$ cat src/rtl/if_fetch_stage.sv
// Pre-IF + IF fetch stage: issues nextpc to a 1-cycle-latency inst SRAM and hands {pc, inst} to decode.
// Optional macro IF_ADEF_EN adds misaligned-fetch detection (no SRAM request, inst forced to 0).
module if_fetch_stage #(
  parameter logic [31:0] RESET_PC = 32'h1C00_0000
) (
  input  logic        clk,
  input  logic        reset,
  output logic        inst_sram_en,
  output logic        inst_sram_we,
  output logic [31:0] inst_sram_addr,
  output logic [31:0] inst_sram_wdata,
  input  logic [31:0] inst_sram_rdata,
  input  logic        ds_allowin,
  input  logic        br_taken,
  input  logic [31:0] br_target,
  output logic        fs_to_ds_valid,
  output logic [31:0] fs_to_ds_pc,
  output logic [31:0] fs_to_ds_inst,
  output logic        fs_excp_adef
);

  logic        fs_valid_reg;
  logic [31:0] fs_pc_reg;
  logic        buf_valid_reg;
  logic [31:0] inst_buf_reg;
  logic        br_pending_reg;
  logic [31:0] br_pend_target_reg;

  logic        fs_allowin;
  logic [31:0] seq_pc;
  logic [31:0] nextpc;
  logic        fetch_ok;
  logic        pc_misaligned;

  assign fs_allowin = ~fs_valid_reg | ds_allowin;
  assign seq_pc     = fs_pc_reg + 32'd4;
  assign nextpc     = br_taken       ? br_target          :
                      br_pending_reg ? br_pend_target_reg : seq_pc;

`ifdef IF_ADEF_EN
  assign fetch_ok      = (nextpc[1:0] == 2'b00);
  assign pc_misaligned = (fs_pc_reg[1:0] != 2'b00);
`else
  assign fetch_ok      = 1'b1;
  assign pc_misaligned = 1'b0;
`endif

  assign inst_sram_en    = ~reset & fs_allowin & fetch_ok;
  assign inst_sram_we    = 1'b0;
  assign inst_sram_addr  = nextpc;
  assign inst_sram_wdata = 32'h0;

  // A redirect arriving while IF holds a valid instruction means that instruction is wrong-path.
  assign fs_to_ds_valid = ~reset & fs_valid_reg & ~br_taken;
  assign fs_to_ds_pc    = fs_pc_reg;
  assign fs_to_ds_inst  = pc_misaligned ? 32'h0 :
                          buf_valid_reg ? inst_buf_reg : inst_sram_rdata;
  assign fs_excp_adef   = ~reset & fs_valid_reg & pc_misaligned;

  always_ff @(posedge clk) begin
    if (reset) begin
      fs_valid_reg       <= 1'b0;
      fs_pc_reg          <= RESET_PC - 32'd4;
      buf_valid_reg      <= 1'b0;
      inst_buf_reg       <= 32'h0;
      br_pending_reg     <= 1'b0;
      br_pend_target_reg <= 32'h0;
    end else if (fs_allowin) begin
      fs_valid_reg   <= 1'b1;
      fs_pc_reg      <= nextpc;
      br_pending_reg <= 1'b0;
      buf_valid_reg  <= 1'b0;
    end else if (br_taken) begin
      // Cannot issue the target now; remember it and fetch it once IF frees up.
      fs_valid_reg       <= 1'b0;
      br_pending_reg     <= 1'b1;
      br_pend_target_reg <= br_target;
      buf_valid_reg      <= 1'b0;
    end else if (!buf_valid_reg) begin
      // SRAM data is only valid on the first stall cycle, so capture it then.
      inst_buf_reg  <= inst_sram_rdata;
      buf_valid_reg <= 1'b1;
    end
  end

endmodule

$ cat config.mk
export PLATFORM = sky130hd
export DESIGN_NAME = if_fetch_stage
export DESIGN_NICKNAME = d
export VERILOG_FILES = /design/src/rtl/if_fetch_stage.sv
export SDC_FILE = /design/constraint.sdc
export NUM_CORES = 1
export LEC_CHECK = 0
export ABC_CLOCK_PERIOD_IN_PS = 3290
export BUFFER_PORTS_ARGS = -buffer_cell sky130_fd_sc_hd__buf_2
export CORE_AREA = 4 4 141 143
export DETAILED_ROUTE_END_ITERATION = 16
export DIE_AREA = 0 0 145 147
export GPL_ROUTABILITY_DRIVEN = 0
export GPL_TIMING_DRIVEN = 0
export MAX_ROUTING_LAYER = met4
export PLACE_DENSITY_LB_ADDON = 0.2
export SLEW_MARGIN = 10
export SYNTH_ARGS = -nofsm -noshare
export SYNTH_HDL_FRONTEND = slang
export SYNTH_SLANG_ARGS = --single-unit
$ cat constraint.sdc
create_clock -name clk -period 3.29 [get_ports clk]
set_clock_uncertainty 0.1 [all_clocks]
set_input_delay 0.329 -clock clk [delete_from_list [all_inputs] [get_ports clk]]
set_output_delay 0.329 -clock clk [all_outputs]
set_load 0.02 [all_outputs]
==> results of run 1 <==
## worst min path at each step
stage,cells after the start,start,slack [ps],endpoint
detailed placement,2,br_pend_target_reg[11],330,br_pend_target_reg[11]
finish,2,br_target[0],110,br_pend_target_reg[0]
global placement,2,br_pend_target_reg[11],330,br_pend_target_reg[11]
global route,2,br_target[3],110,br_pend_target_reg[3]
floorplan,2,br_pend_target_reg[11],320,br_pend_target_reg[11]
CTS,2,br_target[7],100,br_pend_target_reg[7]
## logic make-up (layout without fill, tap and decap cells)
logic type | Yosys count | after routing | share of synthesized area (%)
simple gates | 255 | 255 | 23.2
compound gates | 162 | 162 | 20.5
flops | 99 | 99 | 35.7
buf+inv | 99 | 280 | 9.21
mux | 44 | 44 | 8.67
xor+xnor | 15 | 15 | 2.37
fa+ha+maj | 1 | 1 | 0.226
other cells | 1 | 35 | 0.0676
## power breakdown
group	internal [W]	total, W	switching (W)
logic	0.000340	0.000917	0.000577
clock network	0.000692	0.00120	0.000505
registers	0.00127	0.00135	0.0000804
## final cells by class
class,count,share of cell area (%)
clock buffers,11,3.38
well taps,234,4.07
diodes,1,0.0348
plain buffers,83,6.30
flip-flops and latches,99,27.7
clock inverters,5,1.17
inverters,15,0.784
repair buffers,166,11.6
multi-input cells,511,44.9
## metal layers
layer | GRT usage (%) | up-vias
met5 | - | -
met4 | 4.23 | 0
met3 | 3.79 | 17
met2 | 28.8 | 185
met1 | 25.4 | 2705
li1 | - | 2806
## cells in the final DEF (no fill, tap or decap), types with 8 or more instances in the layout
| master | synthesis | layout |
|---|---|---|
| a21oi_1 | 21 | 21 |
| a22o_1 | 20 | 20 |
| a22oi_1 | 10 | 10 |
| a31oi_1 | 8 | 8 |
| buf_2 | 3 | 167 |
| buf_4 | 34 | 36 |
| clkbuf_1 | 41 | 41 |
| clkbuf_16 | 0 | 9 |
| conb_1 | 1 | 34 |
| dfxtp_1 | 99 | 94 |
| inv_1 | 15 | 15 |
| mux2_2 | 32 | 32 |
| mux2i_1 | 12 | 12 |
| nand2_1 | 60 | 59 |
| nand2b_1 | 9 | 9 |
| nand3_1 | 17 | 15 |
| nor2_1 | 53 | 53 |
| nor3_1 | 77 | 75 |
| o21a_1 | 8 | 8 |
| o21ai_0 | 40 | 40 |
| o22a_1 | 11 | 11 |
| xnor2_1 | 10 | 10 |
## Yosys cell counts, types with 4 or more instances
cell type,n
a21oi_1,21
a22o_1,20
a22oi_1,10
a2bb2oi_1,6
a31oi_1,8
a32o_1,5
a41oi_1,4
and4_1,4
buf_1,5
buf_4,34
clkbuf_1,41
dfxtp_1,99
inv_1,15
mux2_2,32
mux2i_1,12
nand2_1,60
nand2b_1,9
nand3_1,17
nand4_1,5
nor2_1,53
nor2b_1,6
nor3_1,77
o21a_1,8
o21ai_0,40
o22a_1,11
o22ai_1,5
o31ai_1,4
xnor2_1,10
xor2_1,5
## worst max-delay path: cells and delay by family, from the launching register on
family	cells	cell delay (ps)
compound gates	1	390
buf+inv	2	330
flops	1	490
simple gates	4	1170
## timing repair
item / CTS / global route
endpoints found under the setup margin: 13 / 8
resized for setup: 7 / 11
gates cloned: 0 / 0
setup buffers: 2 / 0
## through the flow
step | utilization [%] | setup slack [ps] | area (um^2)
2_1_floorplan | - | 218 | 5670
3_3_place_gp | 36.5 | 66.0 | 6780
3_5_place_dp | 36.5 | 67.3 | 6780
4_1_cts | 38.5 | 1.94 | 7160
5_1_grt | 38.7 | 6.51 | 7190
6_report | 38.7 | 123 | 7190
==> key figures, run 1 <==
Critical path
  • Worst reg2reg setup slack: 520 ps
  • CP max stage cell: or4_1
  • Worst Setup Start Kind: register
  • Crit path from: fs_to_ds_pc[7]
  • Crit Path Category: register to output pin
  • Worst Path Max Fanout: 10
  • Crit path capture type: output pin
  • Worst EP arrival: approximately 2700 ps
  • Critical Path, Cell by Cell: nand3_4 -> or4_1 -> buf_6 -> nor4_4 -> nor2_1 -> a2111o_1 -> buf_2
  • Crit-path max cell delay: 510 ps
  • Worst r2r path cells: 9
  • R2r endpoint: fs_to_ds_pc[21]
  • CP Data Required Time: approximately 2900 ps
  • Crit path capture: inst_sram_addr[31]
  • FF-to-FF Start: fs_valid_reg

Layout
  • Fill cells: between 1500 and 2000
  • FF/Latch Area: 1990 um^2
  • Layout cells sized above 1: between 30% and 40%
  • Multi-input gate area: 3230 um^2
  • Final std cells w/o fill: 1125
  • Area growth syn-to-layout: 29.6%
  • Nets: 954

Floorplanning
  • Initial Utilization: between 20 and 30%
  • Num rows: 50
  • Core area: 18600 um^2
  • Die area: 21300 um^2
  • Die span in x: between 100 and 150 um
  • Die H: between 100 and 150 um
  • Ports: 200

Route
  • First-pass DRT Iterations: 5
  • DRT iter0 DRCs: 369
  • WL/cell: 17.6 um
  • Final antenna-violating net count: 0
  • Highest metal used: met4
  • Met3 routed WL: 1100 um
  • Vias: 5713
  • WL met1: ~9300 um
  • Drt total wl: roughly 20000 um
  • Remaining DRCs: 0
  • Vias/cell: between 5 and 6
  • Met2 wire length: 9110 um

Yosys
  • Cell count after synthesis: roughly 680
  • Top cells by area, synth: dfxtp_1 (36%), nor3_1 (7.0%), mux2_2 (6.5%)
  • Synthesis Warnings: 0
  • Mean post-synth cell area: just over 8 um^2
  • Async S/R FF share, synth: 0%
  • Synth Cell Area: 5540 um^2
  • Seq cells post-synth: a little under 100
  • Ys flop type: dfxtp_1
  • Share of the synthesized area in the top cell type: between 30% and 40%
  • EDFF count, synth: 0
  • Register area share after synthesis: 35.7%
  • Synth area leader: dfxtp_1
  • Distinct cell type count after synthesis: 65

STA
  • RSZ-0062 raised after global routing: no
  • Smallest hold slack: ~110 ps
  • Minimum clock period: ~3200 ps
  • Final setup violation count: 0
  • Worst slew pin tran: around 1000 ps
  • Slew headroom: between 30% and 40%
  • Setup TNS: 0 ps
  • Fin. max-slew vios: 0
  • Highest Clock Rate: about 0.32 GHz
  • Final Hold Viols: 0
  • Final period util: 96.3%

Clock tree
  • CTS tree: done
  • Num Clock Sinks: about 100
  • Clock Path Buffers: 2
  • Cts bufs inserted: 9
  • Root Driver: clkbuf_16
  • H-tree depth reported by CTS: 3
  • Post-CTS Hold Buffers: 0
  • Later-pin clock latency in the skew report: roughly 350 ps
  • CTS clock-pin slew for the worst setup and hold paths: about 70 ps

GRT
  • Pin count of the biggest net entering global routing: 17
  • Vias in the first global route: roughly 5500
  • GRT Total Usage: about a fifth
  • Global-route wire length before repair: between 30000 and 40000 um
  • Initial antenna violation count: 1
  • GRT Residual Overflow: 0

Job
  • Max-cap viol count: 0

Placement
  • Inst Count DP: 1107
  • Hpwl dp: roughly 15000 um
  • I/O Buffers: 164

Min path
  • Min-Delay Path Class: input port to register

Outcome
  • Status: completed

Power
  • Power Dens Cells: slightly below 500 nW/um^2
  • Peak supply drop: between 200 and 300 uV
  • Pwr Total: 0.00347 W
  • Leakage: between 3 and 4 nW
(Power assumes the default switching activity.)
==> run 2, diff against run 1 <==
Settings changed: CORE_AREA 4 4 141 143 to 4 4 131 133, DIE_AREA 0 0 145 147 to 0 0 135 137.
==> run 2 against run 1 <==
Cell area down 0.42%. First-iteration DRC count up 8.7%. Die area down 13%. Largest cell class unchanged. Non-clock buffer count up 2. Utilization up 6.5 points. Power down 3.1%.
==> key figures, run 2 (synthesis gave the netlist of run 1 again) <==
Route
  • Remaining DRCs: 0
  • DRT iter0 DRCs: approximately 400
  • Drt total wl: 18800 um
  • WL/cell: around 17 um
  • Highest metal used: met4
  • Met2 wire length: ~8600 um
  • Final antenna-violating net count: 0
  • Vias/cell: 5.18
  • First-pass DRT Iterations: 5
  • Vias: around 5700
  • Met3 routed WL: between 1000 and 1500 um
  • WL met1: roughly 8400 um

Outcome
  • Status: completed

GRT
  • Initial antenna violation count: 0
  • GRT Total Usage: approximately a fifth
  • Vias in the first global route: approximately 5400
  • GRT Residual Overflow: 0
  • Pin count of the biggest net entering global routing: 17
  • Global-route wire length before repair: about 29000 um

Placement
  • I/O Buffers: between 150 and 200
  • Hpwl dp: between 10000 and 15000 um

Floorplanning
  • Core area: approximately 16000 um^2
  • Num rows: 46
  • Die area: 18500 um^2
  • Die span in x: about 140 um
  • Initial Utilization: between 30% and 40%
  • Die H: around 140 um
  • Ports: 200

Layout
  • Area growth syn-to-layout: 29.1%
  • Layout cells sized above 1: between 30% and 40%
  • Nets: around 960
  • Antenna Cells: 0
  • Commonest non-fill, non-tap cells in the layout: buf_2 (165), dfxtp_1 (94), nor3_1 (75)
  • Commonest non-fill, non-tap cell in the layout: buf_2

STA
  • Fin. max-slew vios: 0
  • Smallest hold slack: about 110 ps
  • Final Hold Viols: 0
  • Minimum clock period: between 3000 and 4000 ps
  • Final period util: between 90 and 100%
  • Slew headroom: between 30% and 40%
  • Final setup violation count: 0
  • Worst slew pin tran: ~940 ps
  • Highest Clock Rate: about 0.31 GHz

Clock tree
  • Clock Path Buffers: 2
  • Root Driver: clkbuf_16
  • CTS tree: done
  • H-tree depth reported by CTS: 3
  • Num Clock Sinks: 99
  • Later-pin clock latency in the skew report: about 350 ps
  • Cts bufs inserted: 9
  • Post-CTS Hold Buffers: 0
  • CTS clock-pin slew for the worst setup and hold paths: around 70 ps

Critical path
  • CP delay by family, top: simple AND/OR/NAND/NOR gates
  • Worst Setup Start Kind: register
  • CP max stage cell: or4_4
  • Crit Path Category: register to output pin
  • Crit path capture type: output pin
  • Worst Path Max Fanout: 6
  • Crit-path max cell delay: 520 ps
  • Critical Path, Cell by Cell: ha_2 -> nand4_1 -> or3_4 -> or4_4 -> xor2_1 -> a21oi_1 -> buf_4
  • CP bufs+invs: 1
  • Worst EP arrival: 2790 ps
  • CP Data Required Time: 2860 ps
  • Worst reg2reg setup slack: approximately 600 ps

Power
  • Pwr Total: around 0.0034 W
  • Peak supply drop: 247 uV
  • Power Dens Cells: approximately 470 nW/um^2
  • Leakage: about 3.1 nW

Job
  • Max-cap viol count: 0

Min path
  • Min-Delay Path Class: input port to register
run 2: changes by cell type in the layout (fill, tap and decap cells not counted), moves of 2 or more:
| cell | previous run | this run |
|---|---|---|
| buf_4 | 36 | 40 |
| buf_2 | 167 | 165 |
| clkbuf_1 | 41 | 39 |
| nor3_2 | 4 | 2 |
| nor3_4 | 0 | 2 |
run 2: area by class of cell:
type	instances	area, um^2
inverters	15	56.3
plain buffers	83	453
repair buffers	168	856
clock buffers	9	225
clock inverters	6	66.3
multi-input cells	511	3240
fillers	1620	8670
well taps	216	270
flip-flops and latches	99	1990
run 2: where the power goes:
part / switching, W / leakage [nW] / internal [W]
logic: 0.000582 / 2.12 / 0.000346
registers: 0.0000774 / 0.811 / 0.00127
clock network: 0.000493 / 0.134 / 0.000588
total: 0.00115 / 3.06 / 0.00221
run 2: timing repair:
action                                  4_1_cts  5_1_grt
gates cloned                                  0        0
resized for setup                             6       17
pin swaps                                     0        2
endpoints found under the setup margin       11       13
setup buffers                                 2        2
run 2: worst register-to-register path, cell delays in order (launching register included):
cell,delay (ps)
dfxtp_1,310
nor2b_1,160
or2_2,280
clkbuf_1,210
inv_1,120
clkbuf_1,480
clkbuf_1,540
nand2_1,140
o21ai_0,170
a2bb2oi_1,80
run 2: per-layer routing:
layer / vias to the layer above / GRT usage [%]
met5: - / -
met3: 22 / 3.90
met1: 2676 / 27.2
li1: 2812 / -
met2: 220 / 31.5
met4: 0 / 7.95
run 2: final timing paths:
path	start	end	cells past startpoint
min	br_target[20]	br_pend_target_reg[20]	2
max reg2reg	fs_valid_reg	fs_to_ds_pc[21]	9
max	fs_to_ds_pc[2]	inst_sram_addr[24]	7
min reg2reg	br_pend_target_reg[11]	br_pend_target_reg[11]	2
run 2: per-stage QoR:
stage	util (%)	setup TNS [ps]	area [um^2]	setup WS [ps]	instances
final	45.2	0	7160	72.4	1107
after CTS	44.8	-16.6	7090	-16.6	1105
after detailed placement	42.7	0	6760	140	1089
after global routing	45.2	-74.4	7160	-28.9	1107
after global placement	42.7	0	6760	146	1089
after floorplan	-	0	5670	218	709
